$ cat config.mk
export PLATFORM = sky130hd
export DESIGN_NAME = conv_window_scheduler
export DESIGN_NICKNAME = d
export VERILOG_FILES = /design/src/rtl/conv_window_scheduler.sv
export SDC_FILE = /design/constraint.sdc
export NUM_CORES = 1
export LEC_CHECK = 0
export ABC_CLOCK_PERIOD_IN_PS = 4700
export BUFFER_PORTS_ARGS = -buffer_cell sky130_fd_sc_hd__buf_4
export CORE_MARGIN = 2
export CORE_UTILIZATION = 45
export DETAILED_ROUTE_END_ITERATION = 8
export PLACE_DENSITY = 0.67
export SLEW_MARGIN = 20
export SYNTH_ARGS = -nofsm -noshare
export SYNTH_HDL_FRONTEND = slang
export SYNTH_SLANG_ARGS = --single-unit
$ cat constraint.sdc
create_clock -name clk -period 4.7 [get_ports clk]
set_clock_uncertainty 0.1 [all_clocks]
set_input_delay 0.94 -clock clk [delete_from_list [all_inputs] [get_ports clk]]
set_output_delay 0.94 -clock clk [all_outputs]
set_load 0.01 [all_outputs]
$ cat src/rtl/conv_window_scheduler.sv
`default_nettype none
// ============================================================================
// Module   : conv_window_scheduler
// Purpose  : Slides a Filter_rows x Filter_Cols window over the image in
//            raster order, one single_convolution run per position.
//            Optional watchdog: define CONV_SCHED_WDOG_EN.
// Revision : 1.0
// ============================================================================
module conv_window_scheduler #(
  parameter int addressBitWidth = 16,
  parameter int Img_rows        = 4,
  parameter int Img_cols        = 8,
  parameter int Filter_rows     = 2,
  parameter int Filter_Cols     = 5,
  parameter int STRIDE          = 1
`ifdef CONV_SCHED_WDOG_EN
  , parameter int WDOG_LIMIT    = 64
`endif
) (
  input  logic                       clk,
  input  logic                       reset,
  input  logic                       start,
  input  logic                       hold,
  input  logic                       abort,
  input  logic                       DPDone,
  output logic                       startSingleConv,
  output logic [addressBitWidth-1:0] row_base,
  output logic [addressBitWidth-1:0] col_base,
  output logic [addressBitWidth-1:0] win_index,
  output logic                       busy,
  output logic                       all_done,
  output logic                       wdog_err
);

  localparam int AW = addressBitWidth;

  localparam logic [AW:0]   C_IMG_ROWS = (AW+1)'(Img_rows);
  localparam logic [AW:0]   C_IMG_COLS = (AW+1)'(Img_cols);
  localparam logic [AW:0]   C_FROWS    = (AW+1)'(Filter_rows);
  localparam logic [AW:0]   C_FCOLS    = (AW+1)'(Filter_Cols);
  localparam logic [AW:0]   C_STRIDE_W = (AW+1)'(STRIDE);
  localparam logic [AW-1:0] C_STEP     = AW'(STRIDE);
  localparam logic [AW-1:0] C_ONE      = AW'(1);

  typedef enum logic [2:0] {
    S_IDLE    = 3'd0,
    S_ISSUE   = 3'd1,
    S_WAIT    = 3'd2,
    S_ADVANCE = 3'd3,
    S_FINISH  = 3'd4
  } state_t;

  state_t r_state;
  logic   w_col_fits;
  logic   w_row_fits;
  logic   w_last;
  logic   w_wdog_trip;

  // One extra bit so the look-ahead sums cannot wrap near 2**AW.
  assign w_col_fits = ({1'b0, col_base} + C_STRIDE_W + C_FCOLS) <= C_IMG_COLS;
  assign w_row_fits = ({1'b0, row_base} + C_STRIDE_W + C_FROWS) <= C_IMG_ROWS;
  assign w_last     = !w_col_fits && !w_row_fits;

  // The pulse is the ISSUE state qualified by hold, so it lands in the cycle hold is low.
  assign startSingleConv = (r_state == S_ISSUE) && !hold;

  always_ff @(posedge clk) begin
    if (reset) begin
      r_state   <= S_IDLE;
      row_base  <= '0;
      col_base  <= '0;
      win_index <= '0;
      busy      <= 1'b0;
      all_done  <= 1'b0;
    end else begin
      all_done <= 1'b0;
      if (r_state != S_IDLE && abort) begin
        r_state <= S_IDLE;
        busy    <= 1'b0;
      end else begin
        case (r_state)
          S_IDLE: begin
            if (start) begin
              r_state   <= S_ISSUE;
              busy      <= 1'b1;
              row_base  <= '0;
              col_base  <= '0;
              win_index <= '0;
            end
          end
          S_ISSUE: begin
            if (!hold) r_state <= S_WAIT;
          end
          S_WAIT: begin
            if (DPDone) begin
              if (w_last) begin
                r_state  <= S_FINISH;
                all_done <= 1'b1;
              end else begin
                r_state <= S_ADVANCE;
              end
            end else if (w_wdog_trip) begin
              r_state <= S_IDLE;
              busy    <= 1'b0;
            end
          end
          S_ADVANCE: begin
            if (w_col_fits) begin
              col_base <= col_base + C_STEP;
            end else begin
              col_base <= '0;
              row_base <= row_base + C_STEP;
            end
            win_index <= win_index + C_ONE;
            r_state   <= S_ISSUE;
          end
          S_FINISH: begin
            r_state <= S_IDLE;
            busy    <= 1'b0;
          end
          default: begin
            r_state <= S_IDLE;
            busy    <= 1'b0;
          end
        endcase
      end
    end
  end

`ifdef CONV_SCHED_WDOG_EN
  localparam int CW = $clog2(WDOG_LIMIT + 1);

  logic [CW-1:0] r_wdog_cnt;

  // Counts WAIT cycles without DPDone; abort outranks a simultaneous trip.
  assign w_wdog_trip = (r_state == S_WAIT) && !DPDone && !abort &&
                       (r_wdog_cnt == CW'(WDOG_LIMIT - 1));

  always_ff @(posedge clk) begin
    if (reset) begin
      r_wdog_cnt <= '0;
      wdog_err   <= 1'b0;
    end else begin
      if (r_state == S_ISSUE) begin
        r_wdog_cnt <= '0;
      end else if (r_state == S_WAIT && !DPDone && !w_wdog_trip) begin
        r_wdog_cnt <= r_wdog_cnt + CW'(1);
      end
      if (r_state == S_IDLE && start) begin
        wdog_err <= 1'b0;
      end else if (w_wdog_trip) begin
        wdog_err <= 1'b1;
      end
    end
  end
`else
  assign w_wdog_trip = 1'b0;
  assign wdog_err    = 1'b0;
`endif

endmodule
`default_nettype wire

==> metrics.md <==
| Metric | Value |
|---|---|
| Crit end category | flop |
| Yosys top cell by area | dfxtp_1 |
| GRT met1 Usage | between 20% and 30% |
| Starting density of the core | a little under half |
| Ratio of cells with drive above 1 in the final layout | between 15 and 20% |
| PD cells | roughly 250 nW/um^2 |
| Fin crit share | 65.1% |
| Setup violations, final | 0 |
| Worst Tran Pin Value | ~660 ps |
| WP data arrival | 3180 ps |
| Sw Ratio | roughly a quarter |
| Synth Flop Type | dfxtp_1 |
| Synth Register Bits | 53 |
| Flop pwr share | a little over half |
| CTS tree | built |
| Vias in the first global route | ~2600 |
| Initial DRC Count | 150 |
| GRT Util Overall | between 10% and 20% |
| Critical path depth | 9 |
| Initial DRT Pass Iterations | 5 |
| Netlist cell types | 53 |
| Kind of critical path | flop to flop |
| GRT met3 Usage | around 3.3% |
| Via density | 5.72 |
| Setup TNS Final | 0 ps |
| Crit-path max cell delay | about 650 ps |
| Crit path max fanout | 16 |
| Combinational group share of total power | about an eighth |
| Clock Sinks | 53 |
| Crit path time final | ~3000 ps |
| Final net count | between 400 and 500 |
| Num rows | 30 |
| Hold_buf cts | 0 |
| R2R Setup Slk | between 1500 and 2000 ps |
| CP bufs+invs | 1 |
| Post-cts gate resize count | 0 |
| Largest net degree at the start of global routing | 29 |
| Critical path's slowest cell | nor4b_4 |
| ANT cells | 0 |
| Max-slew violation count | 0 |
| Die Y | 86.7 um |
| Cells on worst reg2reg path | 9 |
| Total CTS buffers | 5 |
| Wire per inst | approximately 14 um |
| Chip width | ~87 um |
| DIE AREA | between 7000 and 8000 um^2 |
| Core region area | ~6700 um^2 |
| I/O Buffers | 56 |
| MaxCap Viol Count | 0 |
| Synthesized area | 3080 um^2 |
| Via total after detailed routing | around 2900 |
| Switching pwr | approximately 230 uW |
| Final hold vios | 0 |
| Post-Syn Nets | 397 |
| RSZ-0062 raised after global routing | no |
| CP top delay family | simple AND/OR/NAND/NOR gates |
| # DRC | 0 |
| CTS Buffer Depth | 2 |
| Grt ovf | 0 |
| Layer with the highest usage | met2 |
| Fmax | 327 MHz |
| LEAKAGE | ~0.0013 uW |
| Area contributors post-synth | dfxtp_1 34%, nor2_1 6.1%, xnor2_1 5.4%, xor2_1 4.3%, nand3_1 3.7% |
| Hold slack | between 300 and 400 ps |
| Syn avg cell area | about 8 um^2 |
| Hold Path Class | flop to flop |
| Slew margin rel. | approximately 55% |
| Routability cong. | between 0.8 and 0.9 |
| Top Ports | 58 |
| Maximum VDD drop | 0.000129 V |
| Post-synth EDFFs | 0 |
| Clock power share | approximately a third |
| Clk_lat worst skew | 310 ps |
| Cell internal pwr | ~650 uW |
| Status | completed |
| ANT nets after route | 0 |
| Yosys warnings | 0 |
| Routed Wire Length | about 7000 um |
| Worst EP required | 4820 ps |
| Cell-by-cell trace of the critical path | inv_1 > ha_1 > and2_1 > o21ai_0 > nor4b_1 > o32ai_2 > nor4b_4 > o21bai_2 > a211oi_1 |
| Hold Path Stages | 2 |
| # H-tree levels | 2 |
| Async set-reset flop share out of synthesis | 0% |
| Met2 usage | 30.7% |
| Post-synth top area share | 34.5% |
| Initial antenna violation count | 0 |
| Synthesized instance count | 383 |
| Startpoint types | flop |
| Clk Tree Root Cell | clkbuf_8 |
| Layout area overhead | 16.6% |
| DP Wirelength | 5060 um |
| Post-CTS Setup Bufs | 0 |
| Sequential cell area fraction in the yosys report | 34.5% |
| Clock transition at path regs | around 100 ps |
| First-pass GRT wire length | 11800 um |
[state kept, by name (all words and copies together), names as in the netlist]
signal / flops
all_done: 1
busy: 1
r_state: 3
win_index: 16
row_base: 16
col_base: 16
[area by class of cell]
type | instances | area, um^2
timing repair buffer | 57 | 428
multi-input combinational | 296 | 1860
fill | 673 | 3130
sequential | 53 | 1060
tap | 80 | 100
inverter | 11 | 41.3
clock buffer | 5 | 68.8
clock inverter | 2 | 35.0
[power by group through the flow]
stage	logic, uW	clock network [uW]	registers [uW]
2_1_floorplan	88.3	0	478
3_3_place_gp	110	0	482
3_5_place_dp	113	0	483
4_1_cts	113	313	472
5_1_grt	126	326	475
6_report	112	301	472
[worst register-to-register path, delay by kind of cell, from the launching register on]
| kind | cells | cell delay (ps) |
|---|---|---|
| AND/OR/NAND/NOR | 3 | 1160 |
| AO/OA/AOI/OAI | 4 | 930 |
| flip-flops | 1 | 380 |
| adder cells (fa/ha/maj) | 1 | 280 |
| buffers and inverters | 1 | 130 |
[cell usage in the layout (no fill, tap or decap), types with 8 or more instances in the layout]
| cell type | n |
|---|---|
| nand4_1 | 14 |
| inv_1 | 11 |
| a21oi_1 | 19 |
| xor2_1 | 15 |
| xnor2_1 | 19 |
| buf_4 | 57 |
| o21ai_0 | 20 |
| nor3_1 | 14 |
| nand3_1 | 23 |
| dfxtp_1 | 53 |
| or3_1 | 12 |
| or4_1 | 9 |
| nor2_1 | 50 |
| ha_1 | 8 |
| nand2_1 | 25 |
[synth_stat cells (4+ instances only)]
cell type  number
nor2_1         50
o21ai_0        20
xor2_1         15
xnor2_1        19
inv_1          11
nand3b_1        4
a211oi_1        4
ha_1            8
buf_2           4
nand2_1        25
nor3_1         14
and2_1          5
a21oi_1        19
and3_1          6
or3_1          12
and4_1          6
dfxtp_1        53
or4_1           9
nand3_1        23
nand4_1        14
clkbuf_1       11
o31ai_1         7
[metrics by stage]
stage	util [%]	std cells	cell area [um^2]	total power, uW	setup slack, ps
2_1_floorplan	-	383	3080	566	2060
3_3_place_gp	51.9	497	3490	592	1640
3_5_place_dp	51.9	497	3490	596	1590
4_1_cts	53.4	504	3590	898	1650
5_1_grt	53.4	504	3590	926	1300
6_report	53.4	504	3590	885	1640
[routing by layer]
metal | wire [um] | part of all wire (%)
met1 | 3340 | 47
met2 | 3300 | 47
met3 | 325 | 4.6
met4 | 73 | 1.0
met5 | 0 | 0
[cells by family after synthesis]
group                      count (synthesis)  share of synthesized area, %
DFF                                       53                          34.5
other                                      1                         0.122
xor gates and xnor gates                  34                          9.67
AOI/OAI and AO/OA                         72                          15.4
muxes                                      1                         0.325
buffers and inverters                     34                          5.24
adders and majority gates                  8                          3.25
and+or+nand+nor                          180                          31.5
[worst paths after layout]
path / endpoint / from
worst max-delay path: col_base[1] / col_base[2]
worst min-delay path: busy / busy
worst min register to register: busy / busy
worst max register to register: col_base[1] / col_base[2]
Power figures use the tool's default switching activity.
